[config.mk]
export PLATFORM = sky130hd
export DESIGN_NAME = mkmif_arbiter
export DESIGN_NICKNAME = d
export VERILOG_FILES = /design/src/rtl/mkmif_arbiter.sv
export SDC_FILE = /design/constraint.sdc
export NUM_CORES = 1
export LEC_CHECK = 0
export BUFFER_PORTS_ARGS = -buffer_cell sky130_fd_sc_hd__buf_2
export CAP_MARGIN = 5
export CORE_MARGIN = 3
export CORE_UTILIZATION = 35
export CTS_CLUSTER_DIAMETER = 40
export DETAILED_ROUTE_END_ITERATION = 8
export GPL_ROUTABILITY_DRIVEN = 0
export MAX_ROUTING_LAYER = met4
export SYNTH_ARGS = -nofsm -noshare
export SYNTH_HDL_FRONTEND = slang
export SYNTH_SLANG_ARGS = --single-unit
[constraint.sdc]
create_clock -name clk -period 3.6 [get_ports clk]
set_input_delay 0.36 -clock clk [delete_from_list [all_inputs] [get_ports clk]]
set_output_delay 0.36 -clock clk [all_outputs]
set_load 0.02 [all_outputs]
[src/rtl/mkmif_arbiter.sv]
// Round-robin arbiter sharing one mkmif_core between two 32-bit word requesters.
// Sequences the core's one-cycle op handshake, holds operands, and times out stalled ops.
module mkmif_arbiter #(
  parameter logic [15:0] TIMEOUT_CYCLES = 16'd1000
) (
  input  logic        clk,
  input  logic        reset_n,

  input  logic        a_req,
  input  logic        a_we,
  input  logic [15:0] a_addr,
  input  logic [31:0] a_wdata,
  output logic        a_ack,
  output logic        a_err,
  output logic [31:0] a_rdata,

  input  logic        b_req,
  input  logic        b_we,
  input  logic [15:0] b_addr,
  input  logic [31:0] b_wdata,
  output logic        b_ack,
  output logic        b_err,
  output logic [31:0] b_rdata,

  output logic        core_read_op,
  output logic        core_write_op,
  output logic [15:0] core_addr,
  output logic [31:0] core_write_data,
  input  logic        core_ready,
  input  logic [31:0] core_read_data,

  output logic        busy
);

  typedef enum logic [2:0] {
    ST_IDLE  = 3'd0,
    ST_ISSUE = 3'd1,
    ST_GAP   = 3'd2,
    ST_WAIT  = 3'd3,
    ST_RESP  = 3'd4
  } state_e;

  state_e      state_q;
  logic        owner_b_q;
  logic        last_grant_b_q;
  logic        we_q;
  logic [15:0] addr_q;
  logic [31:0] wdata_q;
  logic [15:0] timer_q;
  logic        core_read_op_q;
  logic        core_write_op_q;
  logic        a_ack_q;
  logic        a_err_q;
  logic        b_ack_q;
  logic        b_err_q;
  logic [31:0] a_rdata_q;
  logic [31:0] b_rdata_q;

  logic        grant_valid_d;
  logic        grant_b_d;
  logic        grant_we_d;
  logic [15:0] grant_addr_d;
  logic [31:0] grant_wdata_d;
  logic [16:0] timer_inc_s;
  logic        expire_s;

  // Round-robin pick: on contention the port that did not win last time is served.
  always_comb begin
    grant_valid_d = 1'b0;
    grant_b_d     = 1'b0;
    if (a_req && b_req) begin
      grant_valid_d = 1'b1;
      grant_b_d     = ~last_grant_b_q;
    end else if (a_req) begin
      grant_valid_d = 1'b1;
      grant_b_d     = 1'b0;
    end else if (b_req) begin
      grant_valid_d = 1'b1;
      grant_b_d     = 1'b1;
    end else begin
      grant_valid_d = 1'b0;
      grant_b_d     = 1'b0;
    end
  end

  assign grant_we_d    = grant_b_d ? b_we    : a_we;
  assign grant_addr_d  = grant_b_d ? b_addr  : a_addr;
  assign grant_wdata_d = grant_b_d ? b_wdata : a_wdata;

  // 17-bit increment so the expiry compare cannot wrap even at the largest timeout.
  assign timer_inc_s = {1'b0, timer_q} + 17'd1;
  assign expire_s    = (timer_inc_s == {1'b0, TIMEOUT_CYCLES});

  // Arbitration/sequencing FSM with all registered outputs.
  always_ff @(posedge clk or negedge reset_n) begin
    if (!reset_n) begin
      state_q         <= ST_IDLE;
      owner_b_q       <= 1'b0;
      last_grant_b_q  <= 1'b1;
      we_q            <= 1'b0;
      addr_q          <= 16'h0000;
      wdata_q         <= 32'h0000_0000;
      timer_q         <= 16'h0000;
      core_read_op_q  <= 1'b0;
      core_write_op_q <= 1'b0;
      a_ack_q         <= 1'b0;
      a_err_q         <= 1'b0;
      b_ack_q         <= 1'b0;
      b_err_q         <= 1'b0;
      a_rdata_q       <= 32'h0000_0000;
      b_rdata_q       <= 32'h0000_0000;
    end else begin
      core_read_op_q  <= 1'b0;
      core_write_op_q <= 1'b0;
      a_ack_q         <= 1'b0;
      a_err_q         <= 1'b0;
      b_ack_q         <= 1'b0;
      b_err_q         <= 1'b0;
      case (state_q)
        ST_IDLE: begin
          // The core is only offered work while it reports ready (init done, not stuck).
          if (core_ready && grant_valid_d) begin
            owner_b_q       <= grant_b_d;
            last_grant_b_q  <= grant_b_d;
            we_q            <= grant_we_d;
            addr_q          <= grant_addr_d;
            wdata_q         <= grant_wdata_d;
            core_write_op_q <= grant_we_d;
            core_read_op_q  <= ~grant_we_d;
            state_q         <= ST_ISSUE;
          end else begin
            state_q <= ST_IDLE;
          end
        end
        ST_ISSUE: begin
          state_q <= ST_GAP;
        end
        ST_GAP: begin
          timer_q <= 16'h0000;
          state_q <= ST_WAIT;
        end
        ST_WAIT: begin
          if (core_ready) begin
            if (!we_q) begin
              if (owner_b_q) begin
                b_rdata_q <= core_read_data;
              end else begin
                a_rdata_q <= core_read_data;
              end
            end else begin
              a_rdata_q <= a_rdata_q;
            end
            a_ack_q <= ~owner_b_q;
            b_ack_q <= owner_b_q;
            state_q <= ST_RESP;
          end else if (expire_s) begin
            a_ack_q <= ~owner_b_q;
            b_ack_q <= owner_b_q;
            a_err_q <= ~owner_b_q;
            b_err_q <= owner_b_q;
            state_q <= ST_RESP;
          end else begin
            timer_q <= timer_inc_s[15:0];
            state_q <= ST_WAIT;
          end
        end
        ST_RESP: begin
          state_q <= ST_IDLE;
        end
        default: begin
          state_q <= ST_IDLE;
        end
      endcase
    end
  end

  assign core_read_op    = core_read_op_q;
  assign core_write_op   = core_write_op_q;
  assign core_addr       = addr_q;
  assign core_write_data = wdata_q;
  assign a_ack           = a_ack_q;
  assign a_err           = a_err_q;
  assign a_rdata         = a_rdata_q;
  assign b_ack           = b_ack_q;
  assign b_err           = b_err_q;
  assign b_rdata         = b_rdata_q;
  assign busy            = (state_q != ST_IDLE);

endmodule

=== Yosys cells after proc, flatten, opt, wreduce, memory -nomap -nowiden ===
Index checks and enable logic that the tools add are counted.

* Flip-flop bits (word level): 140
* Input port bits: 135
* Output and inout bits: 119
* Word-level logic and storage cells: 64

* $add $sub $neg: 1
* Equal/unequal tests: 6
* Muxes and demuxes: 29
* Bitwise logic cells: 4
* Reductions and logical operators: 9

{| class="wikitable"
|+ Operators with widths
! operator !! number
|-
| $mux W16 || 3
|-
| $mux W32 || 1
|-
| $pmux W16 S2 || 1
|-
| $mux W1 || 21
|-
| $add A16 B1 Y17 const B || 1
|-
| $eq A17 B10 Y1 const B || 1
|-
| $pmux W3 S4 || 1
|-
| $reduce_and A4 Y1 || 2
|-
| $eq A3 B2 Y1 const B || 2
|-
| $mux W3 || 2
|-
| $ne A2 B2 Y1 const B || 2
|-
| $not A1 Y1 || 4
|-
| $eq A3 B1 Y1 const B || 1
|-
| $logic_not A3 Y1 || 1
|-
| $reduce_and A3 Y1 || 1
|-
| $reduce_bool A3 Y1 || 1
|-
| $logic_and A1 B1 Y1 || 2
|-
| $reduce_and A2 Y1 || 1
|-
| $reduce_bool A2 Y1 || 1
|}

=== Longest topological paths before layout ===
Gate-level depths: netlist of run 1.

* Depth after elaboration: 7
* Gate-level depth with buffers: 9
* Depth with buffers taken out: 8

=== Worst setup path after synthesis of run 1 ===
OpenSTA, ideal clock, no wires.

* Path kind: flip-flop to flip-flop
* Start: register timer_q[0]
* End: register timer_q[12]
* Setup time: 124 ps
* Data arrival time: 2228 ps
* Data required time: 3476 ps
* Slack: 1248 ps
* Stages on the path, launching flop included: 10
* Buffers on the path: 1
* Period minus slack after synthesis: 2352 ps
* Cell sequence: dfrtp_1 > ha_1 > nand3_1 > nor4_4 > nor3_1 > a31o_1 > a31oi_4 > buf_6 > a21oi_1 > a211o_1

* Cells in the longest elaborated chain, start to end: 4
* Elaborated cells on any way between the ends: 7
* Classes of those cells: 1 x add/sub; 2 x eq/ne; 3 x mux; 1 x reduce/logical

{| class="wikitable"
|+ RTL lines
! item !! RTL line !! text
|-
| start: declaration || 49 || <nowiki>logic [15:0] timer_q;</nowiki>
|-
| start signal: assignment || 163 || <nowiki>timer_q <= timer_inc_s[15:0];</nowiki>
|-
| $add A16 B1 Y17 (*) || 91 || <nowiki>assign timer_inc_s = {1'b0, timer_q} + 17'd1;</nowiki>
|-
| $eq A17 B10 Y1 or $mux W16 (tied branches) || 92, 156 ||
|-
| $ne A2 B2 Y1 (no source line) or $mux W16 (tied branches) || - ||
|-
| $reduce_and A3 Y1 (no source line) or $pmux W16 S2 (tied branches) || - ||
|}

Mark *: on every way between the ends. The rest lies on a longest branch, timed or not. The select of a mux whose other input is x is not followed.
A chain may end at the register's enable or synchronous reset.

=== Final worst setup path of run 1 ===
* Start: register timer_q[0]
* End: register timer_q[0]

Same word-level chain as after synthesis.

==> reports/metrics.csv, run 1 <==
metric,value,unit
port_buffers,253,
synth-warning-count,0,
ir_worst_vdd,0.385,mV
cp.buffers_inverters,0,
ioPinCount,254,
place_worst_setup_slack,665,ps
via_per_inst,4.88,
drv_slew,0,
clock_sinks,140,
core,17400,sq um
grt_overflow,0,
rsz0062_at_grt,false,
syn_inst,530,
final_cell_mix,"buf_2, dfrtp_1, nand2_1, mux2_2, o21ai_0",
fmax,338,MHz
wl_per_cell,16.1,um
drt_iter0_drc,244,
dp_hpwl,12100,um
dieArea,19500,sq um
endpoint_kind,flip-flop,
grt_pass1_vias,5268,
ys_ff_latch,140,
worstSetupPathType,reg2reg,
ant_nets,0,
critPathSlowestCell,a31oi_4,
use_met2,29.5,%
drive_gt1_share,48.0,%
path_delay_family,compound AO/OA/AOI/OAI gates,
min_period,2960,ps
final_common_cell,buf_2,
place_area,7730,sq um
grtUsageMet1,20.2,%
grt_antenna_before_repair,1,
finClkSkew,7.93,ps
drtPass1Iterations,4,
num_rows,48,
grt_pass1_wl,26600,um
reg2reg_from,timer_q[0],
synthArstFlopShare,100,%
vias,4947,
ys_seq_area_share,56.2,%
startpoint,timer_q[0],
worstHoldStart,core_read_data[19],
power_density,847,nW/um^2
period_share,82.1,%
worstSkewPairLatency,410,ps
max_slew.worst_pin.slew,925,ps
htree_levels,4,
path_cells,ha_1 -> nand3_1 -> nor4_4 -> nor3_1 -> a31o_1 -> a31oi_4 -> o21ai_0 -> mux2_2,
grt.busiest_layer,met2,
holdWs,190,ps
postCtsSetupRepairBufs,0,
routed_wl,16300,um
finalCoreUtilization,47.9,%
dieWidth,139,um
synthesis.nets,666,
drc_errors,0,
dpl.cell_count,979,
hold_viol,0,
synth_edf_count,0,
synth_area,6230,sq um
cts_tree,yes,
grt_max_degree,78,
grt.total_usage,17.5,%
grtUsageMet3,4.33,%
ys.flop_type,dfrtp_1,
startpoint_type,flip-flop,
nFillCells,1655,
p_total,7.04,mW
avgSynthCellArea,11.8,sq um
stdcell_area,8310,sq um
stdcell_count,1013,
max_stage_delay,560,ps
cts_resized,0,
path_max_fanout,25,
clockRootBuffer,clkbuf_16,
finalWorstSetupSlack,645,ps
initial_utilization,35.9,%
die_h,139,um
drv_cap,0,
hold_path.class,in2reg,
finalSetupViolations,0,
status,"complete, no violations",
cp.arrival,3250,ps
area_delta_synth_final,33.4,%
cp.required,3890,ps
cts_buffers,17,
holdBufCountCts,1,
fin_tns_setup,0,ps
synthDistinctLibCells,57,
final_nets,910,
slew_headroom,38.1,%
clk_pin_slew_worst_paths,60,ps
p_leak,4.21,nW
ctsLongestPathBuffers,2,
## logic make-up after synthesis
kind of cell	synth area share (%)
and+or+nand+nor	11.5
DFF	56.2
muxes	19.8
AOI/OAI and AO/OA	9.31
buffers and inverters	2.77
xor gates and xnor gates	0.281
adders and majority gates	0.201
## path summary, 6_finish.rpt
kind	to	slack [ps]	cells after the start
max reg2reg	timer_q[0]	640	8
min reg2reg	core_write_data[2]	470	2
max in group asynchronous	b_rdata[24]	2280	3
max	timer_q[0]	640	8
min in group asynchronous	timer_q[6]	490	2
min	a_rdata[19]	190	2
## Yosys cell counts (2+ instances only)
cell type	number	share of area, %
o21ai_0	55	4.4
dfrtp_1	139	56
and2_1	3	0.30
buf_2	5	0.40
buf_1	5	0.30
mux2i_1	50	8.0
buf_6	2	0.36
or2_2	2	0.20
clkbuf_1	21	1.3
a31o_1	3	0.42
nor4b_1	2	0.28
nand4_1	7	0.70
mux2_2	64	12
and3_2	3	0.36
a31o_2	5	0.70
a211o_1	3	0.42
or3_1	3	0.30
nand3_1	12	0.96
nand2_1	68	4.1
a31oi_1	4	0.40
inv_1	4	0.24
a21oi_1	9	0.72
nor3_1	8	0.64
nor2_1	17	1.0
a22o_1	3	0.42
nor4_4	2	0.68
## worst register-to-register path, stage by stage, from the launching register on
cell	delay, ps
dfrtp_1	440
ha_1	280
nand3_1	260
nor4_4	450
nor3_1	80
a31o_1	230
a31oi_4	560
o21ai_0	230
mux2_2	310
## metal layers
layer / wire length [um] / up-vias
li1: - / 2382
met1: 6700 / 2360
met2: 8280 / 179
met3: 959 / 26
met4: 350 / 0
met5: 0 / -
## layout make-up
type / count / area, sq um / area share, %
flip-flops and latches: 140 / 3500 / 42.2
well taps: 225 / 282 / 3.39
multi-input cells: 351 / 2580 / 31.1
clock inverters: 14 / 134 / 1.61
repair buffers: 260 / 1350 / 16.3
diodes: 1 / 2.50 / 0.0301
clock buffers: 18 / 439 / 5.28
inverters: 4 / 15.0 / 0.181
## power by group
group	total (mW)	switching (mW)	internal [mW]	leakage (nW)
clock	1.68	0.701	0.982	0.272
sequential	2.69	0.444	2.25	1.77
combinational	2.67	1.64	1.02	2.18
total	7.04	2.79	4.25	4.21
## state kept, by name, indices dropped and copies added, names as in the netlist
register         cells
b_ack                1
state_q              3
a_ack                1
owner_b_q            1
core_write_op        1
we_q                 1
core_read_op         1
a_rdata             32
timer_q             16
core_addr           16
b_rdata             32
last_grant_b_q       1
a_err                1
core_write_data     32
b_err                1
Power figures use the tool's default switching activity.
==> run 2, diff against run 1 <==
==> constraint.sdc (replaced) <==
create_clock -name clk -period 2.7 [get_ports clk]
set_input_delay 0.27 -clock clk [delete_from_list [all_inputs] [get_ports clk]]
set_output_delay 0.27 -clock clk [all_outputs]
set_load 0.02 [all_outputs]
==> reports/metrics.csv, run 2 (synthesized netlist as in run 1, its figures left out) <==
metric,value,unit
status,"complete, no violations",
p_sw,3.68,mW
grt_max_degree,76,
period_share,91.4,%
path_cells,nand4_2 -> nor4_4 -> mux2i_1 -> a31o_1 -> a31oi_4 -> buf_4 -> nand4_1 -> a31o_1,
drv_cap,0,
reg2reg_from,timer_q[3],
p_seq_share,36.5,%
clkPwrFrac,25.6,%
dieWidth,139,um
top_layer,met4,
max_slew.worst_pin.slew,728,ps
clk_pin_slew_worst_paths,60,ps
met2_length,8390,um
drc_errors,0,
grt_pass1_vias,5300,
setup.worst_path.end,timer_q[3],
grt_overflow,0,
routed_wl,16400,um
final_nets,922,
stdcell_count,1024,
p_leak,4.32,nW
path_max_fanout,9,
worstSkewPairLatency,420,ps
drtPass1Iterations,4,
r2r_cells,8,
vias,4999,
switching_share,38.0,%
min_period,2470,ps
grt_pass1_wl,26900,um
critPathSlowestCell,dfrtp_1,
area_delta_synth_final,36.1,%
p_int,6.00,mW
finClkSkew,8.04,ps
wl_per_cell,16.0,um
final_common_cell,buf_2,
hold_viol,0,
postCtsSetupRepairBufs,0,
clockRootBuffer,clkbuf_16,
ioPinCount,254,
slew_headroom,51.5,%
cp.arrival,2770,ps
ir_worst_vdd,0.473,mV
finalWorstSetupSlack,231,ps
startpoint_type,flip-flop,
startpoint,timer_q[3],
drv_slew,0,
cts_tree,yes,
num_rows,48,
ant_nets,0,
fin_tns_setup,0,ps
r2r_end,timer_q[3],
fmax,405,MHz
endpoint_kind,flip-flop,
cp_common_cell,a31o_1,
max_stage_delay,490,ps
die_h,139,um
power_density,1140,nW/um^2
p_total,9.68,mW
place_worst_setup_slack,273,ps
dp_hpwl,12300,um
cts_resized,0,
dieArea,19500,sq um
n_antenna_cell,0,
holdBufCountCts,1,
drive_gt1_share,48.6,%
cts_buffers,17,
grt.total_usage,17.7,%
final_cell_mix,"buf_2, dfrtp_1, nand2_1, mux2_2, o21ai_0",
clock_sinks,140,
met1Wirelength,6680,um
htree_levels,4,
ctsLongestPathBuffers,2,
rsz0062_at_grt,false,
pwr-share-comb,37.9,%
drt_iter0_drc,159,
cp.required,3000,ps
hold_path.class,in2reg,
wl_met3,940,um
port_buffers,253,
nFillCells,1569,
core,17400,sq um
via_per_inst,4.88,
finalSetupViolations,0,
worstSetupPathType,reg2reg,
dpl.cell_count,991,
grt_antenna_before_repair,0,
holdWs,96.2,ps
initial_utilization,35.9,%
rrSetupSlack,230,ps
run 2: changes by cell type in the layout (fill, tap and decap cells not counted):
cell        delta
inv_6          -1
buf_12         +2
clkinv_4       +1
clkbuf_1       +2
diode_2        -1
buf_4         +10
clkinvlp_4     -4
inv_8          -1
bufinv_16      +3
run 2: power groups by stage:
| stage | clock network (mW) | registers [mW] | logic, mW |
|---|---|---|---|
| 5_1_grt | 2.65 | 3.67 | 3.97 |
| 3_5_place_dp | 0 | 3.56 | 3.74 |
| 4_1_cts | 2.54 | 3.54 | 3.74 |
| 3_3_place_gp | 0 | 3.52 | 3.65 |
| 2_1_floorplan | 0 | 4.47 | 1.33 |
| 6_report | 2.48 | 3.53 | 3.67 |
run 2: worst max-delay path, delay by kind of cell, from the launching register on:
| family | cells | cell delay (ps) |
|---|---|---|
| compound gates | 3 | 800 |
| simple gates | 3 | 730 |
| flops | 1 | 490 |
| buf+inv | 1 | 220 |
| mux | 1 | 120 |
run 2: worst min-delay path by stage:
stage               slack (ps)  cells past startpoint    endpoint         startpoint
finish                     100                      2  a_rdata[8]  core_read_data[8]
CTS                         80                      2  a_rdata[8]  core_read_data[8]
detailed placement         360                      1  timer_q[3]            reset_n
global route                70                      2  a_rdata[8]  core_read_data[8]
floorplan                  -30                      0       a_ack            reset_n
global placement           340                      1  timer_q[3]            reset_n
run 2: per-layer routing:
metal,track usage (%),up-vias
li1,-,2404
met1,20.2,2393
met2,30.2,181
met3,4.23,21
met4,7.11,0
met5,-,-
run 2: per-stage QoR:
step	area [sq um]	util (%)
4_1_cts	8480	48.9
6_report	8480	48.9
2_1_floorplan	6230	-
5_1_grt	8480	48.9
3_5_place_dp	7840	45.2
3_3_place_gp	7840	45.2
run 2: final cells by class:
type | instances | area, sq um | area share, %
clock buffers | 20 | 447 | 5.27
clock inverters | 12 | 183 | 2.15
inverters | 4 | 15.0 | 0.177
multi-input cells | 351 | 2580 | 30.5
flip-flops and latches | 140 | 3500 | 41.3
well taps | 225 | 282 | 3.32
repair buffers | 272 | 1470 | 17.3
